## config.mk

```make
export PLATFORM = sky130hd
export DESIGN_NAME = vol_calc_flat
export DESIGN_NICKNAME = d
export VERILOG_FILES = /design/src/rtl/vol_calc_if.sv /design/src/rtl/vol_calc.sv /design/src/flat_wrapper.sv
export SDC_FILE = /design/constraint.sdc
export NUM_CORES = 1
export LEC_CHECK = 0
export CAP_MARGIN = 0
export CORE_MARGIN = 8
export CORE_UTILIZATION = 58
export CTS_BUF_LIST = sky130_fd_sc_hd__clkbuf_4
export DETAILED_ROUTE_END_ITERATION = 10
export PLACE_DENSITY = 0.92
export SKIP_CTS_REPAIR_TIMING = 1
export SLEW_MARGIN = 20
export SYNTH_ARGS = -nofsm -noshare
export SYNTH_HDL_FRONTEND = slang
export SYNTH_SLANG_ARGS = --single-unit
```

## constraint.sdc

```tcl
create_clock -name clk -period 6.2 [get_ports clk]
set_input_delay 1.24 -clock clk [delete_from_list [all_inputs] [get_ports clk]]
set_output_delay 1.24 -clock clk [all_outputs]
set_load 0.05 [all_outputs]
```

## src/rtl/vol_calc_if.sv

```systemverilog
// Handshake bundle for vol_calc: (mean, second moment) in, (variance, std dev) out.
interface vol_calc_if #(
  parameter int data_width = 8
);
  logic [data_width-1:0]   mean_in;
  logic [2*data_width-1:0] sec_mom_in;
  logic                    in_valid;
  logic                    in_ready;
  logic [2*data_width-1:0] var_out;
  logic [data_width-1:0]   std_out;
  logic                    var_sat;
  logic                    out_valid;
  logic                    out_ready;

  modport master (
    output mean_in, sec_mom_in, in_valid, out_ready,
    input  in_ready, var_out, std_out, var_sat, out_valid
  );

  modport slave (
    input  mean_in, sec_mom_in, in_valid, out_ready,
    output in_ready, var_out, std_out, var_sat, out_valid
  );
endinterface

```

## src/rtl/vol_calc.sv

```systemverilog
// Rolling variance (E[x^2] - E[x]^2, clamped at 0) and restoring square root for volatility.
// Define VOL_SQRT_EN to build the square-root stage; otherwise std_out is tied to 0.
module vol_calc #(
  parameter int data_width = 8
) (
  input  logic        clk,
  input  logic        rst_n,
  vol_calc_if.slave   bus
);
  localparam int DW = data_width;
  localparam int W2 = 2 * data_width;

`ifdef VOL_SQRT_EN
  typedef enum logic [1:0] {IDLE, SUB, SQRT, DONE} state_t;
  localparam int CW = (DW > 1) ? $clog2(DW) : 1;
`else
  typedef enum logic [1:0] {IDLE, SUB, DONE} state_t;
`endif

  state_t          r_state;
  state_t          w_next;
  logic [DW-1:0]   r_mean;
  logic [W2-1:0]   r_m2;
  logic [W2-1:0]   r_var;
  logic            r_sat;
  logic [W2-1:0]   w_sq;
  logic [W2-1:0]   w_var;
  logic            w_sat;
  logic            w_accept;

  assign w_accept = bus.in_valid && (r_state == IDLE);
  assign w_sq     = {{DW{1'b0}}, r_mean} * {{DW{1'b0}}, r_mean};
  assign w_sat    = (w_sq > r_m2);
  assign w_var    = w_sat ? '0 : (r_m2 - w_sq);

`ifdef VOL_SQRT_EN
  logic [W2-1:0]   r_rad;
  logic [DW+1:0]   r_rem;
  logic [DW-1:0]   r_root;
  logic [CW-1:0]   r_cnt;
  logic [DW+1:0]   w_rem_sh;
  logic [DW+1:0]   w_sub;
  logic            w_ge;
  logic            w_last;

  // Bring down the next radicand bit pair and trial-subtract 4*root+1.
  assign w_rem_sh = (r_rem << 2) | {{DW{1'b0}}, r_rad[W2-1 -: 2]};
  assign w_sub    = {r_root, 2'b01};
  assign w_ge     = (w_rem_sh >= w_sub);
  assign w_last   = (r_cnt == CW'(DW - 1));
`endif

  always_ff @(posedge clk or negedge rst_n) begin
    if (!rst_n) r_state <= IDLE;
    else        r_state <= w_next;
  end

  always_comb begin
    w_next = r_state;
    case (r_state)
      IDLE: if (bus.in_valid) w_next = SUB;
`ifdef VOL_SQRT_EN
      SUB:  w_next = SQRT;
      SQRT: if (w_last) w_next = DONE;
`else
      SUB:  w_next = DONE;
`endif
      DONE: if (bus.out_ready) w_next = IDLE;
      default: w_next = IDLE;
    endcase
  end

  always_ff @(posedge clk or negedge rst_n) begin
    if (!rst_n) begin
      r_mean <= '0;
      r_m2   <= '0;
      r_var  <= '0;
      r_sat  <= 1'b0;
    end else begin
      if (w_accept) begin
        r_mean <= bus.mean_in;
        r_m2   <= bus.sec_mom_in;
      end
      if (r_state == SUB) begin
        r_var <= w_var;
        r_sat <= w_sat;
      end
    end
  end

`ifdef VOL_SQRT_EN
  always_ff @(posedge clk or negedge rst_n) begin
    if (!rst_n) begin
      r_rad  <= '0;
      r_rem  <= '0;
      r_root <= '0;
      r_cnt  <= '0;
    end else if (r_state == SUB) begin
      r_rad  <= w_var;
      r_rem  <= '0;
      r_root <= '0;
      r_cnt  <= '0;
    end else if (r_state == SQRT) begin
      r_rad  <= r_rad << 2;
      r_rem  <= w_ge ? (w_rem_sh - w_sub) : w_rem_sh;
      r_root <= (r_root << 1) | DW'(w_ge);
      r_cnt  <= r_cnt + CW'(1);
    end
  end

  assign bus.std_out = r_root;
`else
  assign bus.std_out = '0;
`endif

  assign bus.in_ready  = (r_state == IDLE);
  assign bus.out_valid = (r_state == DONE);
  assign bus.var_out   = r_var;
  assign bus.var_sat   = r_sat;
endmodule

```

## src/flat_wrapper.sv

```systemverilog
// flat-port wrapper written by rule: the top's interface ports become plain ports
module vol_calc_flat 
#(
  parameter int data_width = 8
)
  (clk, rst_n, bus_mean_in, bus_sec_mom_in, bus_in_valid, bus_out_ready, bus_in_ready, bus_var_out, bus_std_out, bus_var_sat, bus_out_valid);
  vol_calc_if #(.data_width(data_width)) bus_i ();
  input  logic clk;
  input  logic rst_n;
  input wire logic [$bits(bus_i.mean_in)-1:0] bus_mean_in;
  input wire logic [$bits(bus_i.sec_mom_in)-1:0] bus_sec_mom_in;
  input wire logic [$bits(bus_i.in_valid)-1:0] bus_in_valid;
  input wire logic [$bits(bus_i.out_ready)-1:0] bus_out_ready;
  output wire logic [$bits(bus_i.in_ready)-1:0] bus_in_ready;
  output wire logic [$bits(bus_i.var_out)-1:0] bus_var_out;
  output wire logic [$bits(bus_i.std_out)-1:0] bus_std_out;
  output wire logic [$bits(bus_i.var_sat)-1:0] bus_var_sat;
  output wire logic [$bits(bus_i.out_valid)-1:0] bus_out_valid;
  assign bus_i.mean_in = bus_mean_in;
  assign bus_i.sec_mom_in = bus_sec_mom_in;
  assign bus_i.in_valid = bus_in_valid;
  assign bus_i.out_ready = bus_out_ready;
  assign bus_in_ready = bus_i.in_ready;
  assign bus_var_out = bus_i.var_out;
  assign bus_std_out = bus_i.std_out;
  assign bus_var_sat = bus_i.var_sat;
  assign bus_out_valid = bus_i.out_valid;
  vol_calc #(.data_width(data_width)) u_core (.clk(clk), .rst_n(rst_n), .bus(bus_i));
endmodule
```

; Word level (Yosys, flattened, before mapping)
; Cells that the tools add are included.
[totals]
register_bits = 43
latch_bits = 0
mem_bits_rw = 0
rom_bits = 0
inputBits = 28
output_inout_bits = 27
wordCells = 19
mem_count = 0
[classes]
add_sub_neg = 1
multipliers = 1
n_div = 0
order_cmp = 1
n_eq_ne = 4
n_shift = 0
mux = 4
bitwise_logic = 0
n_reduce_logical = 3
[ops]
columns = cell, count
row1 = $gt A16 B16 Y1, 1
row2 = $mul A8 B8 Y16, 1
row3 = $mux W16, 1
row4 = $sub A16 B16 Y16, 1
row5 = $pmux W2 S3, 1
row6 = $mux W2, 2
row7 = $ne A2 B2 Y1 const B, 2
row8 = $eq A2 B1 Y1 const B, 1
row9 = $eq A2 B2 Y1 const B, 1
row10 = $logic_not A2 Y1, 1
row11 = $reduce_and A2 Y1, 1
row12 = $logic_and A1 B1 Y1, 1

; Depth between registers and ports, before layout
; Gate-level depths: netlist (run 1).
[depth]
ltp_word = 3
depth_mapped = 26
ltp_nobuf = 23

; Worst setup path before layout (run 1)
; No wires, ideal clock.
[synth_path]
path_type = register to register
from = register u_core.r_mean[2]
to = register u_core.r_var[10], in the netlist u_core.bus.var_out[10]
setup_time_ns = 0.127
arrival_time_ns = 5.464
required_time_ns = 6.073
setup_slack_ns = 0.609
path_stages_with_launch = 23
path_buffers = 3
period_less_slack_ns = 5.591
path_cell_list = dfrtp_1 -> clkbuf_1 -> nand2_1 -> fa_1 -> inv_1 -> fa_1 -> fa_1 -> inv_1 -> fa_1 -> inv_1 -> ha_1 -> or2_2 -> clkbuf_1 -> a31o_2 -> a311oi_1 -> ha_1 -> a21oi_1 -> nor2_1 -> o21a_1 -> o32a_1 -> o311ai_4 -> buf_6 -> o21ai_0
[synth_between]
elab_chain_cells = 3
elab_cells_between_ends = 4
cone_classes = 1 x add/sub / 1 x mul / 1 x order compare / 1 x mux
[synth_rtl]
columns = item, line
row1 = from (decl), vol_calc.sv:22  ; logic [DW-1:0] r_mean;
row2 = from (signal assigned), vol_calc.sv:81  ; r_mean <= bus.mean_in;
row3 = $mul A8 B8 Y16 *, vol_calc.sv:32  ; assign w_sq = {{DW{1'b0}}, r_mean} * {{DW{1'b0}}, r_mean};
row4 = $sub A16 B16 Y16 / $gt A16 B16 Y1 (equally long branches), "vol_calc.sv:34, vol_calc.sv:33"
row5 = $mux W16 *, vol_calc.sv:34  ; assign w_var = w_sat ? '0 : (r_m2 - w_sq);
row6 = to (signal assigned), vol_calc.sv:85  ; r_var <= w_var;
row7 = to (decl), vol_calc.sv:24  ; logic [W2-1:0] r_var;
; Mark *: on every way between the ends. The rest lies on a longest branch, timed or not.
; A chain may end at the register's enable or synchronous reset.

; Worst setup path after layout (run 1)
[layout_path]
from = register u_core.r_mean[7]
to = register u_core.r_var[7], in the netlist u_core.bus.var_out[7]
; Same word-level chain as after synthesis.

==> impl_metrics.tcl, run 1 <==
set metrics [dict create \
    outcome "completed" \
    netlist_area_um2 4170 \
    setup_viol 0 \
    tritoncts.num_buffers 5 \
    yosys_warnings 0 \
    ff_latch_area_um2 1080 \
    antenna_found_initial 0 \
    r2r_slack_ns 0.25 \
    drive_above_1_share_pct 12.6 \
    die_y_um 101 \
    hold_path_depth 2 \
    antenna_cells 0 \
    ant_nets 0 \
    grt_pass1_wl_mm 15.7 \
    synth-edff-count 0 \
    grt_usage_pct 18.8 \
    routed_wirelength_mm 9.36 \
    syn_to_final_growth_pct 17.1 \
    finalHoldViolCount 0 \
    slew_viol_final 0 \
    coreArea_um2 7100 \
    wire_per_inst_um 15.4 \
    first_global_vias 3498 \
    num_rows 31 \
    initial_core_util_pct 58.8 \
    path_max_fanout 14 \
    drt-initial-drc-count 224 \
    htree_levels 2 \
    hp-class "reg -> reg" \
    place.detailed.hpwl_mm 7.15 \
    finalCriticalPeriod_ns 5.95 \
    die_w_um 101 \
    die_area_um2 10200 \
    hold_start "u_core.bus.var_out[5]" \
    clock_path_buffers 2 \
    crit_path_frequent_cell "fa_1" \
    grt_max_degree 44 \
    min_to "u_core.bus.var_out[5]" \
    via_per_inst 5.67 \
    rr_worst_depth 20 \
    multi_input_area_um2 2810 \
    fin_crit_sh_pct 95.9 \
    nets 606 \
    critPathKind "reg -> reg" \
    rr_startpoint "u_core.r_mean[7]" \
    syn_area_per_cell_um2 9.19 \
    clk_pin_slew_ns 0.15 \
    syn_inst 454 \
    cts_root_buffer "clkbuf_4" \
    seq_area_frac_synth_pct 25.8 \
    ys_seq_elements 43 \
    placed_area_um2 4660 \
    grt_overflow 0 \
    nFillCells 552 \
    max_cap_viol_count 0 \
    final_area_um2 4880 \
    ys.flop_type "dfrtp_1" \
    worst_setup_path_start_kind "flip-flop" \
    io_pins 55 \
    synth_cell_types 52 \
    timing.fmax_ghz 0.168 \
    arrival_ns 6.20 \
    async_reset_ff_share_pct 100 \
    port_buffers 46 \
    fin_skew_ns 0.0131 \
    worstSkewPairLatency_ns 0.36 \
    cts_tree "yes" \
    worst_setup_path_end_kind "flip-flop" \
    firstDrtPassIters 5 \
    required_ns 6.45 \
    tightest_slew_ns 0.947 \
    drc_errors 0 \
    route.vias.total 3446 \
    rr_endpoint "u_core.bus.var_out[7]" \
    place_congestion 0.874 \
    cp_cell_sequence "and2_1 -> ha_1 -> a31o_2 -> fa_1 -> inv_1 -> fa_1 -> fa_1 -> inv_1 -> ha_1 -> a211o_1 -> a31o_2 -> a311oi_1 -> ha_2 -> a21oi_1 -> nor2_1 -> o21a_1 -> o32a_1 -> o311ai_4 -> buf_12 -> o21ai_0" \
    slew_headroom_pct 36.8 \
    clkSinkCount 43 \
    slowest_delay_ns 0.55 \
    crit_slowest_cell "fa_1" \
]
-- how the worst max path moves through the flow --
| stage | start | to | slack, ns | depth (start not counted) |
|---|---|---|---|---|
| after floorplan | u_core.r_mean[2] | u_core.bus.var_out[10] | 0.61 | 22 |
| after global placement | u_core.r_mean[5] | u_core.bus.var_out[4] | 0.23 | 19 |
| after detailed placement | u_core.r_mean[5] | u_core.bus.var_out[7] | 0.002 | 19 |
| after CTS | u_core.r_mean[5] | u_core.bus.var_out[7] | 0.0005 | 19 |
| after global routing | u_core.r_mean[7] | u_core.bus.var_out[4] | -0.02 | 20 |
| final | u_core.r_mean[7] | u_core.bus.var_out[7] | 0.25 | 20 |
-- layout by cell type, fill, tap and decap left out, drive strengths merged, types with 2 or more instances in the layout --
cell type,n
a2111oi,2
a21boi,2
a21o,5
a21oi,22
a311oi,6
a31o,5
a31oi,3
and2,21
and3,5
buf,16
clkbuf,6
clkdlybuf4s50,45
conb,8
dfrtp,43
fa,24
ha,46
inv,54
mux2,19
nand2,39
nand2b,7
nand3,7
nand3b,3
nor2,15
nor2b,3
nor3,6
nor3b,2
o211ai,3
o21a,6
o21ai,34
o21bai,2
o311ai,2
o31ai,4
or2,4
xnor2,11
xor2,13
-- per-stage QoR --
stage               worst slack, ns  setup TNS (ns)  instances  hold WS, ns  utilization, %
global placement              0.232               0        585        0.465            65.7
finish                        0.251               0        608        0.502            68.8
floorplan                     0.609               0        461        0.487               -
detailed placement          0.00211               0        585        0.474            65.7
CTS                        0.000542               0        593        0.506            66.8
global route                -0.0174         -0.0295        608        0.527            68.8
-- cell usage after synthesis, drive strengths merged (6+ instances only) --
library cell  count  area share (%)
clkbuf           12             1.1
nor3              6            0.72
o21ai            34             4.1
inv              53             4.8
and2             21             3.2
nand3             7            0.84
nand2            39             3.5
ha               46              14
o21a              6             1.1
dfrtp            43              26
buf              10             1.8
nor2             15             1.4
nand2b            7             1.1
fa               24              12
mux2             19             5.1
a311oi            6             1.3
xnor2            11             2.3
a21oi            22             2.6
xor2             13             2.7
-- kinds of logic after synthesis --
logic type / after synthesis / synth area share [%]
AOI/OAI and AO/OA: 104 / 16.5
xor gates and xnor gates: 24 / 5.04
adders and majority gates: 70 / 25.3
buffers and inverters: 75 / 7.68
DFF: 43 / 25.8
muxes: 20 / 5.37
other: 1 / 0.0899
and+or+nand+nor: 117 / 14.2
-- area by class of cell --
class / instances / share of cell area (%)
clock buffers: 5 / 0.769
multi-input cells: 343 / 57.5
flip-flops and latches: 43 / 22.2
clock inverters: 3 / 0.871
repair buffers: 62 / 12.0
inverters: 53 / 4.07
well taps: 99 / 2.54
-- flip-flops by register name (all words and copies together), names as in the netlist --
register            count
u_core.r_mean           8
u_core.bus.var_sat      1
u_core.r_m2            16
u_core.r_state          2
u_core.bus.var_out     16
-- critical path, delay by kind of cell, from the launching register on --
kind / cells / cell delay (ns)
DFF: 1 / 0.50
adders and majority gates: 6 / 2.63
buffers and inverters: 3 / 0.28
and+or+nand+nor: 2 / 0.28
AOI/OAI and AO/OA: 9 / 2.15
-- metal layers --
layer | share of wire (%) | vias up | GRT usage [%]
met2 | 53 | 112 | 33.5
li1 | - | 1653 | -
met1 | 41 | 1669 | 23.2
met5 | 0 | - | 0
met4 | 1.3 | 0 | 4.42
met3 | 4.9 | 12 | 2.83
Power of run 1 is left out: the tool's default activity adds up to more than one toggle a clock period on the data nets, which glitch-free logic cannot reach.
==> run 2, diff against run 1 <==
--- a/config.mk
+++ b/config.mk
@@ -6,7 +6,6 @@
 export NUM_CORES = 1
 export LEC_CHECK = 0
 export CAP_MARGIN = 0
-export CORE_MARGIN = 8
 export CORE_UTILIZATION = 58
 export CTS_BUF_LIST = sky130_fd_sc_hd__clkbuf_4
 export DETAILED_ROUTE_END_ITERATION = 10
==> run 2 against run 1 <==
Net effect:
- utilization increased by 0.91 points
- final cell count decreased by 2.1%
- die area decreased by 26%
- clock-buffer cell count unchanged
- global-route usage increased by 6.7 points
- design area decreased by 1.9%
- critical endpoint unchanged
- wire length decreased by 2.5%
- critical path type unchanged
- non-clock buffer count decreased by 10
- highest routed layer unchanged
- register-to-register slack got worse by 0.09 ns
- hold slack improved by 0.0014 ns
- first-iteration DRC count decreased by 16%
==> impl_metrics.tcl, run 2 (same netlist as run 1, synthesis figures left out) <==
set metrics [dict create \
    outcome "completed" \
    ant_nets 0 \
    hold_path_depth 2 \
    setup_viol 0 \
    drive_above_1_share_pct 10.2 \
    layout_commonest_cell "inv_1" \
    critPathKind "reg -> reg" \
    crit_path_frequent_cell "fa_1" \
    worst_setup_path_start_kind "flip-flop" \
    cts_tree "yes" \
    cpLargestDelayFamily "adder cells" \
    path_max_fanout 15 \
    max_cap_viol_count 0 \
    r2r_slack_ns 0.16 \
    clk_pin_slew_ns 0.15 \
    slew_viol_final 0 \
    route.vias.total 3397 \
    hp-class "reg -> reg" \
    tritoncts.num_buffers 5 \
    fin_crit_sh_pct 97.4 \
    antenna_found_initial 0 \
    rr_worst_depth 19 \
    grt_max_degree 44 \
    fin_skew_ns 0.00869 \
    timing.fmax_ghz 0.166 \
    final_cell_mix "inv_1 (53), ha_1 (45), clkdlybuf4s50_1 (45)" \
    finalHoldViolCount 0 \
    place.detailed.hpwl_mm 7.11 \
    tightest_slew_ns 0.952 \
    worst-path-buf-inv 2 \
    crit_slowest_cell "fa_1" \
    grt_pass1_wl_mm 15.2 \
    antenna_cells 0 \
    clkSinkCount 43 \
    die_w_um 86.8 \
    cp_cell_sequence "and2_1 -> ha_1 -> a31o_2 -> fa_1 -> inv_1 -> fa_1 -> fa_1 -> inv_1 -> ha_1 -> a211o_1 -> a31o_2 -> a311oi_1 -> ha_2 -> a21oi_1 -> nor2_1 -> o21a_1 -> o32a_1 -> o311ai_4 -> o21ai_0" \
    fin_tns_setup_ns 0 \
    grt_usage_pct 25.5 \
    via_per_inst 5.71 \
    clock_path_buffers 2 \
    die_y_um 86.8 \
    nets 596 \
    finalCriticalPeriod_ns 6.04 \
    drt-initial-drc-count 188 \
    die_area_um2 7530 \
    htree_levels 2 \
    nFillCells 507 \
    worst_setup_path_end_kind "flip-flop" \
    place_congestion 0.868 \
    grt_overflow 0 \
    arrival_ns 6.25 \
    firstDrtPassIters 5 \
    drc_errors 0 \
    worstSkewPairLatency_ns 0.35 \
    initial_core_util_pct 60.7 \
    utilization_pct 69.7 \
    io_pins 55 \
    first_global_vias 3394 \
    routed_wirelength_mm 9.13 \
    num_rows 30 \
    wire_per_inst_um 15.3 \
    slew_headroom_pct 36.5 \
    coreArea_um2 6870 \
    syn_to_final_growth_pct 14.8 \
    cp.depth 19 \
    port_buffers 46 \
    required_ns 6.42 \
    cts_root_buffer "clkbuf_4" \
    slowest_delay_ns 0.56 \
]
==> run 2: worst reg2reg max path: cells and delay by family (launching register included) <==
| kind | cells | cell delay [ns] |
|---|---|---|
| fa+ha+maj | 6 | 2.63 |
| simple gates | 2 | 0.30 |
| compound gates | 9 | 2.36 |
| flops | 1 | 0.50 |
| buf+inv | 2 | 0.10 |
==> run 2: area by class of cell <==
class / count / area [um^2] / share of cell area, %
clock inverters: 3 / 42.5 / 0.889
clock buffers: 5 / 37.5 / 0.784
multi-input cells: 343 / 2810 / 58.6
inverters: 53 / 199 / 4.16
well taps: 96 / 120 / 2.51
repair buffers: 52 / 500 / 10.5
flip-flops and latches: 43 / 1080 / 22.6
==> run 2: final timing paths <==
kind                                             start                endpoint
worst max-delay path                  u_core.r_mean[6]   u_core.bus.var_out[7]
worst min-delay path            u_core.bus.var_out[11]  u_core.bus.var_out[11]
worst max register to register        u_core.r_mean[6]   u_core.bus.var_out[7]
worst min register to register  u_core.bus.var_out[11]  u_core.bus.var_out[11]
max in group asynchronous                        rst_n        u_core.r_mean[3]
min in group asynchronous                        rst_n         u_core.r_m2[10]
==> run 2: through the flow <==
stage	hold WS [ns]	instances	worst slack [ns]	cell area (um^2)
final	0.503	595	0.164	4790
after global routing	0.542	595	-0.0279	4790
after CTS	0.508	590	-0.00990	4740
after detailed placement	0.474	582	-0.000163	4660
after global placement	0.464	582	0.250	4660
after floorplan	0.487	461	0.609	4200
==> run 2: per-layer routing <==
| layer | vias to the layer above | global-route usage (%) | share of wire, % |
|---|---|---|---|
| li1 | 1630 | - | - |
| met1 | 1654 | 31.5 | 42 |
| met2 | 95 | 46.2 | 52 |
| met3 | 18 | 3.71 | 4.0 |
| met4 | 0 | 7.27 | 1.8 |
| met5 | - | 0 | 0 |
Power of run 2 is left out for the same reason.
==> run 3, diff against run 2 <==
--- a/config.mk
+++ b/config.mk
@@ -9,7 +9,9 @@
 export CORE_UTILIZATION = 58
 export CTS_BUF_LIST = sky130_fd_sc_hd__clkbuf_4
 export DETAILED_ROUTE_END_ITERATION = 10
+export GPL_ROUTABILITY_DRIVEN = 0
 export PLACE_DENSITY = 0.92
+export SETUP_SLACK_MARGIN = 0.05
 export SKIP_CTS_REPAIR_TIMING = 1
 export SLEW_MARGIN = 20
 export SYNTH_ARGS = -nofsm -noshare
==> run 3 against run 2 <==
Net effect:
- design area rose by 0.31%
- highest routed layer unchanged
- critical endpoint is now u_core.bus.var_out[14]
- largest cell class unchanged
- utilization rose by 0.22 points
- fmax rose by 1.9%
- wire length fell by 2.8%
==> impl_metrics.tcl, run 3 (same netlist as run 1, synthesis figures left out) <==
set metrics [dict create \
    crit_slowest_cell "fa_1" \
    htree_levels 2 \
    io_pins 55 \
    die_area_um2 7530 \
    rr_endpoint "u_core.bus.var_out[14]" \
    rr_worst_depth 19 \
    max_cap_viol_count 0 \
    critPathKind "reg -> reg" \
    path_max_fanout 9 \
    cts_root_buffer "clkbuf_4" \
    route.vias.total 3398 \
    grt-busiest-layer "met2" \
    num_rows 30 \
    firstDrtPassIters 8 \
    finalHoldViolCount 0 \
    outcome "completed" \
    routed_wirelength_mm 8.88 \
    worst_setup_path_end_kind "flip-flop" \
    nFillCells 488 \
    cp_cell_sequence "and2_1 -> ha_1 -> a31o_2 -> fa_1 -> inv_1 -> fa_1 -> fa_1 -> inv_1 -> ha_1 -> o21ai_0 -> o21ai_0 -> nand2_1 -> a311oi_1 -> ha_1 -> and3_1 -> a21boi_0 -> a31o_2 -> a311oi_1 -> o21ai_1" \
    slowest_delay_ns 0.54 \
    clkSinkCount 43 \
    required_ns 6.44 \
    r2r_slack_ns 0.27 \
    crit_start "u_core.r_mean[7]" \
    wire_per_inst_um 14.9 \
    grt_pass1_wl_mm 14.4 \
    syn_to_final_growth_pct 15.2 \
    worstSkewPairLatency_ns 0.37 \
    drive_above_1_share_pct 11.0 \
    grt_max_degree 44 \
    rr_startpoint "u_core.r_mean[7]" \
    met1_usage_pct 31.8 \
    clk_pin_slew_ns 0.14 \
    nets 598 \
    final_cell_mix "inv_1 (53), ha_1 (45), clkdlybuf4s50_1 (45)" \
    first_global_vias 3209 \
    antenna_found_initial 0 \
    layout_commonest_cell "inv_1" \
    cts_tree "yes" \
    hold_path_depth 2 \
    min_to "u_core.bus.var_out[7]" \
    fin_crit_sh_pct 95.6 \
    grt_usage_pct 24.3 \
    place.detailed.hpwl_mm 6.81 \
    drt-initial-drc-count 201 \
    die_y_um 86.8 \
    antenna_cells 0 \
    fin_tns_setup_ns 0 \
    arrival_ns 6.16 \
    timing.fmax_ghz 0.169 \
    tritoncts.num_buffers 5 \
    finalCriticalPeriod_ns 5.93 \
    slew_viol_final 0 \
    rsz0062_at_grt "false" \
    grt_util_met2_pct 42.7 \
    grt_overflow 0 \
    slew_headroom_pct 37.5 \
    worst_setup_path_start_kind "flip-flop" \
    grt_util_met3_pct 3.05 \
    drc_errors 0 \
    hold_start "u_core.bus.var_out[7]" \
    fin_skew_ns 0.00819 \
    via_per_inst 5.69 \
    die_w_um 86.8 \
    coreArea_um2 6870 \
    initial_core_util_pct 60.7 \
    tightest_slew_ns 0.938 \
    ant_nets 0 \
    hp-class "reg -> reg" \
    setup_viol 0 \
    clock_path_buffers 2 \
    port_buffers 46 \
]
run 3: worst max-delay path by stage:
stage | to | slack [ns] | cells past startpoint
2_1_floorplan | u_core.bus.var_out[10] | 0.61 | 22
6_report | u_core.bus.var_out[14] | 0.27 | 19
5_1_grt | u_core.bus.var_out[13] | 0.04 | 22
3_5_place_dp | u_core.bus.var_out[8] | 0.06 | 19
4_1_cts | u_core.bus.var_out[8] | 0.03 | 19
3_3_place_gp | u_core.bus.var_out[3] | 0.27 | 19
run 3: metrics by stage:
stage | setup slack, ns | std cells | hold WS, ns | instance area (um^2) | utilization, %
final | 0.275 | 597 | 0.501 | 4800 | 69.9
after global routing | 0.0404 | 597 | 0.533 | 4800 | 69.9
after detailed placement | 0.0603 | 582 | 0.469 | 4660 | 67.8
after global placement | 0.273 | 582 | 0.464 | 4660 | 67.8
after floorplan | 0.609 | 461 | 0.487 | 4200 | -
after CTS | 0.0310 | 590 | 0.501 | 4740 | 69.0
run 3: final cells by class:
| class | instances | area (um^2) | share of cell area (%) |
|---|---|---|---|
| Timing Repair Buffer | 54 | 513 | 10.7 |
| Tap cell | 96 | 120 | 2.50 |
| Clock inverter | 3 | 42.5 | 0.886 |
| Sequential cell | 43 | 1080 | 22.6 |
| Multi-Input combinational cell | 343 | 2810 | 58.4 |
| Clock buffer | 5 | 37.5 | 0.782 |
| Inverter | 53 | 199 | 4.14 |
run 3: worst max-delay path: cells and delay by family (launching register included):
family / cells / cell delay [ns]
fa+ha+maj: 6 / 2.59
flops: 1 / 0.49
simple gates: 3 / 0.61
buf+inv: 2 / 0.09
compound gates: 8 / 1.99
run 3: per-layer routing:
metal  vias to the layer above  routed length (um)
li1                       1637                   -
met1                      1644                3750
met2                       106                4620
met3                        11                 392
met4                         0                 115
met5                         -                   0
Power of run 3 is left out for the same reason.
